## src/rtl/except_encoder.sv

```systemverilog
// rtl/except_encoder.sv - MEM-stage exception collector producing the one-hot excepttype bus for CP0
module except_encoder #(
  parameter logic [31:0] PC_RESET = 32'hbfc00000
) (
  input  logic        clk,
  input  logic        rst,
  input  logic        stall,
  input  logic        flush,
  input  logic        ex_valid,
  input  logic [31:0] ex_pc,
  input  logic        ex_is_branch,
  input  logic        ex_addr_err,
  input  logic        ex_overflow,
  input  logic        ex_syscall,
  input  logic        ex_break,
  input  logic        ex_invalid,
  input  logic        ex_eret,
  input  logic        ex_mfc0,
  input  logic        ex_mtc0,
  input  logic [4:0]  ex_cp0_addr,
  input  logic [31:0] ex_rt_rdata,
  output logic [13:0] excepttype,
  output logic [31:0] current_pc,
  output logic [31:0] rt_rdata,
  output logic        mem_valid
);

  typedef enum logic {
    DS_IDLE    = 1'b0,
    DS_PENDING = 1'b1
  } ds_state_t;

  ds_state_t   ds_pending;
  ds_state_t   ds_next;
  logic        has_exc;
  logic [4:0]  cause;
  logic [13:0] excepttype_next;

  // Delay-slot tracker state register; reset and flush both drop a pending slot.
  always_ff @(posedge clk) begin
    if (rst) begin
      ds_pending <= DS_IDLE;
    end else begin
      ds_pending <= ds_next;
    end
  end

  // Tracker next state: only accepted valid loads move it, and a branch re-arms it.
  always_comb begin
    ds_next = ds_pending;
    if (flush) begin
      ds_next = DS_IDLE;
    end else if (!stall && ex_valid) begin
      ds_next = ex_is_branch ? DS_PENDING : DS_IDLE;
    end
  end

  // Resolve simultaneous exceptions to one cause: addr > invalid > syscall > break > overflow.
  // cause is ordered {addr, overflow, syscall, break, invalid} to land directly on bits [7:3].
  always_comb begin
    cause   = 5'b00000;
    has_exc = ex_addr_err | ex_overflow | ex_syscall | ex_break | ex_invalid;
    if (ex_addr_err) begin
      cause = 5'b10000;
    end else if (ex_invalid) begin
      cause = 5'b00001;
    end else if (ex_syscall) begin
      cause = 5'b00100;
    end else if (ex_break) begin
      cause = 5'b00010;
    end else if (ex_overflow) begin
      cause = 5'b01000;
    end
  end

  // Pack the bus; an exception masks the CP0 access fields, bubbles carry nothing.
  always_comb begin
    excepttype_next = 14'h0000;
    if (ex_valid) begin
      excepttype_next[8]   = (ds_pending == DS_PENDING);
      excepttype_next[7:3] = cause;
      if (!has_exc) begin
        excepttype_next[2:0] = {ex_eret, ex_mfc0, ex_mtc0};
        if (ex_mfc0 || ex_mtc0) begin
          excepttype_next[13:9] = ex_cp0_addr;
        end
      end
    end
  end

  // Stage register: rst > flush > stall > load; flush keeps PC and rt for CP0's use.
  always_ff @(posedge clk) begin
    if (rst) begin
      excepttype <= 14'h0000;
      current_pc <= PC_RESET;
      rt_rdata   <= 32'h0000_0000;
      mem_valid  <= 1'b0;
    end else if (flush) begin
      excepttype <= 14'h0000;
      mem_valid  <= 1'b0;
    end else if (!stall) begin
      excepttype <= excepttype_next;
      current_pc <= ex_pc;
      rt_rdata   <= ex_rt_rdata;
      mem_valid  <= ex_valid;
    end
  end

endmodule

```

## config.mk

```make
export PLATFORM = sky130hd
export DESIGN_NAME = except_encoder
export DESIGN_NICKNAME = d
export VERILOG_FILES = /design/src/rtl/except_encoder.sv
export SDC_FILE = /design/constraint.sdc
export NUM_CORES = 1
export LEC_CHECK = 0
export BUFFER_PORTS_ARGS = -buffer_cell sky130_fd_sc_hd__clkbuf_2
export CAP_MARGIN = 0
export CORE_MARGIN = 10
export CORE_UTILIZATION = 47
export CTS_CLUSTER_DIAMETER = 200
export CTS_CLUSTER_SIZE = 10
export DETAILED_ROUTE_END_ITERATION = 12
export PLACE_DENSITY = 0.85
export SYNTH_ARGS = -nofsm -noshare
export SYNTH_HDL_FRONTEND = slang
export SYNTH_SLANG_ARGS = --single-unit
```

## constraint.sdc

```tcl
create_clock -name clk -period 3.2 [get_ports clk]
set_clock_uncertainty 0.15 [all_clocks]
set_input_delay 0.32 -clock clk [delete_from_list [all_inputs] [get_ports clk]]
set_output_delay 0.32 -clock clk [all_outputs]
set_load 0.03 [all_outputs]
```

* Word-level counts from Yosys, hierarchy flattened
Index checks and enable logic that the tools add are counted.
** Storage, ports and cells
- RAM bits :: 0
- Bits of input ports :: 83
- Output and inout bits :: 79
- Memory bits (read-only) :: 0
- Latch bits :: 0
- Register bits :: 80
- Memories :: 0
** Cells by class
- Bitwise gates (word level) :: 6
- Multipliers :: 0
- Multiplexer cells :: 10
- $add $sub $neg :: 0
- Reduce and logical (&&, ||, !) cells :: 5
- Eq/ne operators :: 0
- Shifts and indexed selects :: 0
- Divide/modulo/power cells :: 0
- Magnitude comparators :: 0
** Operators by type and width (number)
- 4-bit two-way mux :: 4
- 5-bit two-way mux :: 3
- 14-bit two-way mux :: 1
- 1-bit bitwise OR :: 4
- 3-bit two-way mux :: 1
- 1-bit NOT :: 2
- 2-bit AND reduction :: 1
- 2-bit OR reduction :: 1
- 1-bit logical AND :: 1
- 1-bit logical NOT :: 1
- 1-bit logical OR :: 1
- 1-bit two-way mux :: 1

* Logic depth before layout (Yosys ltp)
Gate-level depths: netlist (run 1).
- Depth in word-level cells :: 6
- Gate-level depth with buffers :: 6
- Gate-level depth less buffers :: 3

* Worst setup path before layout (run 1)
OpenSTA, ideal clock, no wires.
- Path type :: input to register
- From :: input stall
- To :: register excepttype[10]
- Required time :: 2983 ps
- Slack :: 1395 ps
- Stages on the path :: 4
- Data arrival time :: 1587 ps
- Cell sequence :: buf_6 -> or4b_1 -> or4b_4 -> o21ai_2
** RTL lines
- start: declaration :: RTL line 7 : input logic stall,
- end signal: assignment :: RTL line 102 : excepttype <= excepttype_next;
- end: declaration :: RTL line 22 : output logic [13:0] excepttype,

* Final worst setup path (run 1)
- From :: input stall
- To :: register rt_rdata[29]
** On the way
- Word-level cells in the longest chain between the ends :: 2
** RTL lines
- 1-bit NOT (no line)
- 2-bit AND reduction (no line)
- end signal: assignment :: RTL line 104 : rt_rdata <= ex_rt_rdata;
- end: declaration :: RTL line 24 : output logic [31:0] rt_rdata,
Every way passes these cells.
A chain may end at the register's enable or synchronous reset.

==> results of run 1 <==
logic make-up after synthesis:
kind of cell | count (synthesis) | synth area share
and+or+nand+nor | 167 | 0.251
buffers and inverters | 30 | 0.0424
muxes | 1 | 0.00354
DFF | 80 | 0.566
AOI/OAI and AO/OA | 70 | 0.137
flip-flops by register name, summed over array words and instances (netlist names):
signal and flops:
current_pc 32, ds_pending 1, excepttype 14, mem_valid 1, rt_rdata 32
worst reg2reg max path: cells and delay by family (launching register included):
family,cells,cell delay (ns)
AOI/OAI and AO/OA,1,0.18
DFF,1,0.33
and+or+nand+nor,1,0.06
how the worst min path moves through the flow:
stage / from / end / slack, ns / cells after the start
5_1_grt: ex_pc[20] / current_pc[20]$_SDFFE_PP0P_ / 0.04 / 3
3_5_place_dp: current_pc[14]$_SDFFE_PP0P_ / current_pc[14]$_SDFFE_PP0P_ / 0.30 / 2
3_3_place_gp: current_pc[20]$_SDFFE_PP0P_ / current_pc[20]$_SDFFE_PP0P_ / 0.29 / 2
4_1_cts: ex_rt_rdata[3] / rt_rdata[3]$_SDFFE_PP0P_ / 0.03 / 3
6_report: ex_rt_rdata[30] / rt_rdata[30]$_SDFFE_PP0P_ / 0.04 / 3
2_1_floorplan: ex_pc[25] / current_pc[25]$_SDFFE_PP1P_ / 0.29 / 2
cell type report:
| type | count | area, um2 | share of cell area |
|---|---|---|---|
| repair buffers | 165 | 848 | 0.219 |
| well taps | 75 | 93.8 | 0.0242 |
| clock buffers | 10 | 128 | 0.0330 |
| clock inverters | 6 | 60.1 | 0.0155 |
| inverters | 6 | 22.5 | 0.00582 |
| multi-input cells | 238 | 1120 | 0.288 |
| flip-flops and latches | 80 | 1600 | 0.414 |
cell usage after synthesis:
cell type  number  area (um2)
clkbuf_1       23        86.3
o21ai_2         5        43.8
a22oi_1         2        15.0
nand2_1       131         492
nand3_1         5        25.0
inv_1           6        22.5
nand3b_1        9        67.6
or2_2           2        12.5
nor3_1          1        5.00
nand4b_1        3        26.3
a32oi_1         4        35.0
dfxtp_1        80        1600
a21oi_1        59         295
or4b_1          1        10.0
nor2_1         12        45.0
mux2i_1         1        10.0
nor4_1          1        6.26
buf_6           1        11.3
nor2b_1         1        6.26
or4b_4          1        13.8
power by group through the flow:
stage | Clock [W] | Combinational [W] | Sequential (W)
finish | 0.000705 | 0.000286 | 0.00106
detailed placement | 0 | 0.000289 | 0.00108
global placement | 0 | 0.000283 | 0.00108
CTS | 0.000722 | 0.000289 | 0.00106
global route | 0.000765 | 0.000314 | 0.00106
floorplan | 0 | 0.0000910 | 0.00116
metrics by stage:
step / hold slack [ns] / instances / utilization / setup slack [ns]
global placement: 0.291 / 564 / 0.626 / 1.12
detailed placement: 0.297 / 564 / 0.626 / 1.06
floorplan: 0.294 / 348 / - / 1.40
global route: 0.0363 / 580 / 0.658 / 1.25
finish: 0.0417 / 580 / 0.658 / 1.44
CTS: 0.0341 / 580 / 0.658 / 1.42
layout by cell type (no fill, tap or decap), types with 4 or more instances in the layout:
master / synthesis / layout
nand3_1: 5 / 5
o21ai_2: 5 / 5
nor2_1: 12 / 11
nand3b_1: 9 / 9
a21oi_1: 59 / 59
inv_1: 6 / 6
dfxtp_1: 80 / 80
a32oi_1: 4 / 4
nand2_1: 131 / 131
clkbuf_2: 0 / 161
clkbuf_8: 0 / 9
metal layers:
metal | routed length, um | vias to the layer above
li1 | - | 1439
met5 | 0 | -
met4 | 106 | 0
met1 | 3490 | 1264
met2 | 4280 | 104
met3 | 666 | 10
==> results.json, run 1 <==
{
  "status": "finished, final reports clean",
  "fmax_mhz": 568,
  "hold_path.class": "in -> reg",
  "finalPower_w": 0.00205,
  "grt.overflow.total": 0,
  "worstSetupPathType": "in -> reg",
  "synth_warnings": 0,
  "min_period_ns": 1.76,
  "max_slew.worst_pin.slew_ns": 0.733,
  "cp_cell_sequence": "clkbuf_2 -> or2_2 -> buf_4 -> nand2_1 -> a21oi_1",
  "initial_core_util": 0.481,
  "grt_pass1_wl_um": 13900,
  "detail-route-antenna-nets": 0,
  "core_mm2": 0.00589,
  "grt_pass1_vias": 2814,
  "final_cell_area_mm2": 0.00387,
  "clk_pin_slew_worst_paths_ns": 0.08,
  "critPathTopFamily": "simple AND/OR/NAND/NOR gates",
  "p_per_area_mw_per_mm2": 529,
  "dp_hpwl_um": 6540,
  "r2r-start": "excepttype[8]$_SDFFE_PP0N_",
  "area_growth_pct": 36.7,
  "cts.sinks": 80,
  "endpoint": "rt_rdata[29]$_SDFFE_PP0P_",
  "grtUsageMet3": 0.0569,
  "p_clk_frac": 0.344,
  "max_cap_violations": 0,
  "place_congestion": 0.754,
  "start_kind": "input pin",
  "track_usage": 0.173,
  "r2r_cells": 2,
  "synthesis.area_mm2": 0.00283,
  "finalSetupViolations": 0,
  "rsz0062_at_grt": "false",
  "hold_viol_final": 0,
  "hold_buffers": 0,
  "finalSetupTns_ns": 0,
  "relSlewSlack": 0.507,
  "cts_tree": "yes",
  "vias": 2817,
  "route.detailed.drc": 0,
  "wire_per_inst_um": 14.7,
  "p_sw_frac": 0.273,
  "clockRootBuffer": "clkbuf_8",
  "dieArea_mm2": 0.00953,
  "post_cts_buffers": 0,
  "synth_cell_type_count": 20,
  "crit_slowest_cell": "or2_2",
  "combPwrFrac": 0.140,
  "die_height_um": 97.6,
  "cp_max_fo": 38,
  "end_kind": "register",
  "switchingPower_w": 0.000558,
  "arrival_ns": 1.88,
  "placementRows": 28,
  "use_met2": 0.292,
  "regToRegEndpoint": "excepttype[8]$_SDFFE_PP0N_",
  "h-tree-depth": 3,
  "max_stage_delay_ns": 0.64,
  "final_nets": 583,
  "via_per_inst": 4.86,
  "syn_avg_cell_area_um2": 8.13,
  "drive_above_1_share": 0.374,
  "crit_cells": 5,
  "timing.final.crit_share": 0.550,
  "crit_buf_inv": 2,
  "intPower_w": 0.00149,
  "crit_required_ns": 3.32,
  "startpoint": "stall",
  "ys_seq_area_frac": 0.566,
  "r2r_setup_slack_ns": 2.38,
  "pwr-share-seq": 0.516,
  "cts_buffers": 9,
  "syn_inst": 348,
  "io_pins": 162,
  "grt_antenna_before_repair": 0,
  "leakagePower_nw": 1.82,
  "grt_use_met1": 0.198,
  "busiest_layer": "met2",
  "antenna_cells": 0,
  "clk_path_buf_depth": 2,
  "synth-seq-cells": 80,
  "grt_start_max_net_pins": 67,
  "cts-resized-gates": 0,
  "first_pass_iters": 4,
  "fill_cells": 542,
  "drt_iter0_drc": 109,
  "final_max_slew_viol_count": 0,
  "dieWidth_um": 97.6,
  "ir_drop_v": 0.000363,
  "synth_nets": 431,
  "worstSkewPairLatency_ns": 0.33,
  "drt_wl_total_um": 8540,
  "io_buffers": 161,
  "dpl-instance-area_mm2": 0.00368
}
(Power assumes the default switching activity.)
==> run 2, diff against run 1 <==
--- a/config.mk
+++ b/config.mk
@@ -8,11 +8,11 @@
 export BUFFER_PORTS_ARGS = -buffer_cell sky130_fd_sc_hd__clkbuf_2
 export CAP_MARGIN = 0
 export CORE_MARGIN = 10
-export CORE_UTILIZATION = 47
+export CORE_UTILIZATION = 43
 export CTS_CLUSTER_DIAMETER = 200
 export CTS_CLUSTER_SIZE = 10
 export DETAILED_ROUTE_END_ITERATION = 12
-export PLACE_DENSITY = 0.85
+export PLACE_DENSITY = 0.79
 export SYNTH_ARGS = -nofsm -noshare
 export SYNTH_HDL_FRONTEND = slang
 export SYNTH_SLANG_ARGS = --single-unit
==> constraint.sdc (replaced) <==
create_clock -name clk -period 1.8 [get_ports clk]
set_clock_uncertainty 0.15 [all_clocks]
set_input_delay 0.18 -clock clk [delete_from_list [all_inputs] [get_ports clk]]
set_output_delay 0.18 -clock clk [all_outputs]
set_load 0.03 [all_outputs]
==> run 2 against run 1 <==
Against the previous run:
- sequential power up 77%
- via count rose by 14%
- first-iteration DRC count up 52%
- power up 83%
- hold slack better by 0.029 ns
- worst setup slack lost 1.3 ns
- combinational power increased by 130%
- cell count increased by 15%
- non-clock buffer count up 83
- register-to-register slack got worse by 1.4 ns
- critical path depth unchanged
- core utilization up 7.8 points
- largest cell class is now buffers
==> results.json, run 2 (synthesis gave the netlist of run 1 again) <==
{
  "route.detailed.drc": 0,
  "r2r_setup_slack_ns": 0.97,
  "hold_viol_final": 0,
  "crit_required_ns": 1.91,
  "finalSetupTns_ns": 0,
  "end_kind": "register",
  "leakagePower_nw": 2.17,
  "final_cell_mix": "161 x clkbuf_2, 131 x nand2_1, 80 x dfxtp_1",
  "pwr-share-seq": 0.500,
  "dieWidth_um": 101,
  "dp_hpwl_um": 6390,
  "instances_no_fill": 668,
  "grt.overflow.total": 0,
  "via_per_inst": 4.81,
  "drt_iter0_drc": 166,
  "final_nets": 666,
  "rsz0062_at_grt": "false",
  "worstSetupPathType": "in -> reg",
  "max_cap_violations": 0,
  "vias": 3213,
  "grt_antenna_before_repair": 3,
  "drt_wl_total_um": 10600,
  "worstSkewPairLatency_ns": 0.34,
  "clk_pin_slew_worst_paths_ns": 0.08,
  "crit_slowest_cell": "or4b_4",
  "switchingPower_w": 0.00105,
  "arrival_ns": 1.82,
  "clockRootBuffer": "clkbuf_8",
  "core_mm2": 0.00639,
  "cts.sinks": 80,
  "dieArea_mm2": 0.0102,
  "fmax_mhz": 586,
  "track_usage": 0.196,
  "max_stage_delay_ns": 0.56,
  "cts_buffers": 9,
  "detail-route-antenna-nets": 0,
  "placementRows": 29,
  "initial_core_util": 0.443,
  "p_clk_frac": 0.322,
  "min_period_ns": 1.71,
  "timing.final.crit_share": 0.948,
  "grt_pass1_wl_um": 16200,
  "cp_max_fo": 5,
  "io_buffers": 161,
  "grt_start_max_net_pins": 67,
  "io_pins": 162,
  "die_height_um": 101,
  "h-tree-depth": 3,
  "placed_cells": 572,
  "relSlewSlack": 0.548,
  "cts_tree": "yes",
  "wire_per_inst_um": 15.9,
  "drive_above_1_share": 0.333,
  "final_common_cell": "clkbuf_2",
  "reg_top3": "current_pc x32, rt_rdata x32, excepttype x14",
  "combPwrFrac": 0.178,
  "max_slew.worst_pin.slew_ns": 0.677,
  "hold_path.class": "in -> reg",
  "clk_path_buf_depth": 2,
  "place_congestion": 0.844,
  "intPower_w": 0.00271,
  "status": "finished, final reports clean",
  "grt_pass1_vias": 3221,
  "cp_cell_sequence": "dlygate4sd3_1 -> clkbuf_2 -> nor4_2 -> or4b_4 -> o21ai_2",
  "final_max_slew_viol_count": 0,
  "p_per_area_mw_per_mm2": 800,
  "finalSetupViolations": 0,
  "start_kind": "input pin",
  "first_pass_iters": 4,
  "ir_drop_v": 0.000585,
  "p_sw_frac": 0.279,
  "area_growth_pct": 66.0
}
==> run 2: changes by cell type in the layout (fill, tap and decap cells not counted), moves of 2 or more <==
| cell | change |
|---|---|
| buf_4 | +6 |
| clkbuf_8 | +2 |
| clkinv_2 | -2 |
| diode_2 | +3 |
| dlygate4sd3_1 | +77 |
==> run 2: cell type report <==
cell class | instances | area (um2)
flip-flops and latches | 80 | 1600
fillers | 458 | 1690
repair buffers | 248 | 1660
diodes | 3 | 7.51
clock inverters | 4 | 28.8
inverters | 6 | 22.5
clock buffers | 12 | 155
well taps | 77 | 96.3
multi-input cells | 238 | 1120
==> run 2: per-stage QoR <==
stage                     hold WS (ns)  power [W]  worst slack, ns  utilization  area (um2)
after floorplan                  0.154    0.00222            0.135            -        2830
after global placement           0.240    0.00243            0.134        0.584        3730
after detailed placement         0.256    0.00244           0.0695        0.584        3730
after CTS                       0.0184    0.00378           0.0343        0.734        4680
after global routing            0.0916    0.00393           0.0327        0.736        4700
final                           0.0703    0.00376           0.0933        0.736        4700
==> run 2: power by group through the flow <==
stage                     Clock (W)  Combinational (W)  Sequential (W)
after floorplan                   0           0.000162         0.00206
after global placement            0           0.000515         0.00191
after detailed placement          0           0.000523         0.00192
after CTS                   0.00124           0.000657         0.00188
after global routing        0.00132           0.000722         0.00189
final                       0.00121           0.000670         0.00188
==> run 2: timing repair <==
| action | 4_1_cts | 5_1_grt |
|---|---|---|
| endpoints found under the setup margin | 0 | 5 |
| resized for setup | 0 | 1 |
| hold endpoints to repair | 77 | 0 |
| hold buffers | 77 | 0 |
| setup buffers | 0 | 0 |
==> run 2: worst paths after layout <==
kind / from / to / cells after the start
setup / recovery: ex_syscall / excepttype[11]$_SDFFE_PP0N_ / 5
hold / removal: ex_invalid / excepttype[3]$_SDFFE_PP0N_ / 3
setup reg to reg: excepttype[7]$_SDFFE_PP0N_ / excepttype[7]$_SDFFE_PP0N_ / 2
hold reg to reg: current_pc[19]$_SDFFE_PP0P_ / current_pc[19]$_SDFFE_PP0P_ / 2
==> run 2: critical path: cells and delay by family <==
family / cells / cell delay, ns
AND/OR/NAND/NOR: 2 / 0.84
AO/OA/AOI/OAI: 1 / 0.15
buffers and inverters: 2 / 0.66
==> run 2: metal layers <==
metal  up-vias  GRT usage  routed length, um
met4         0     0.0857                249
met1      1455      0.199               3810
met3        16     0.0858               1030
li1       1606          -                  -
met5         -          0                  0
met2       136      0.342               5510
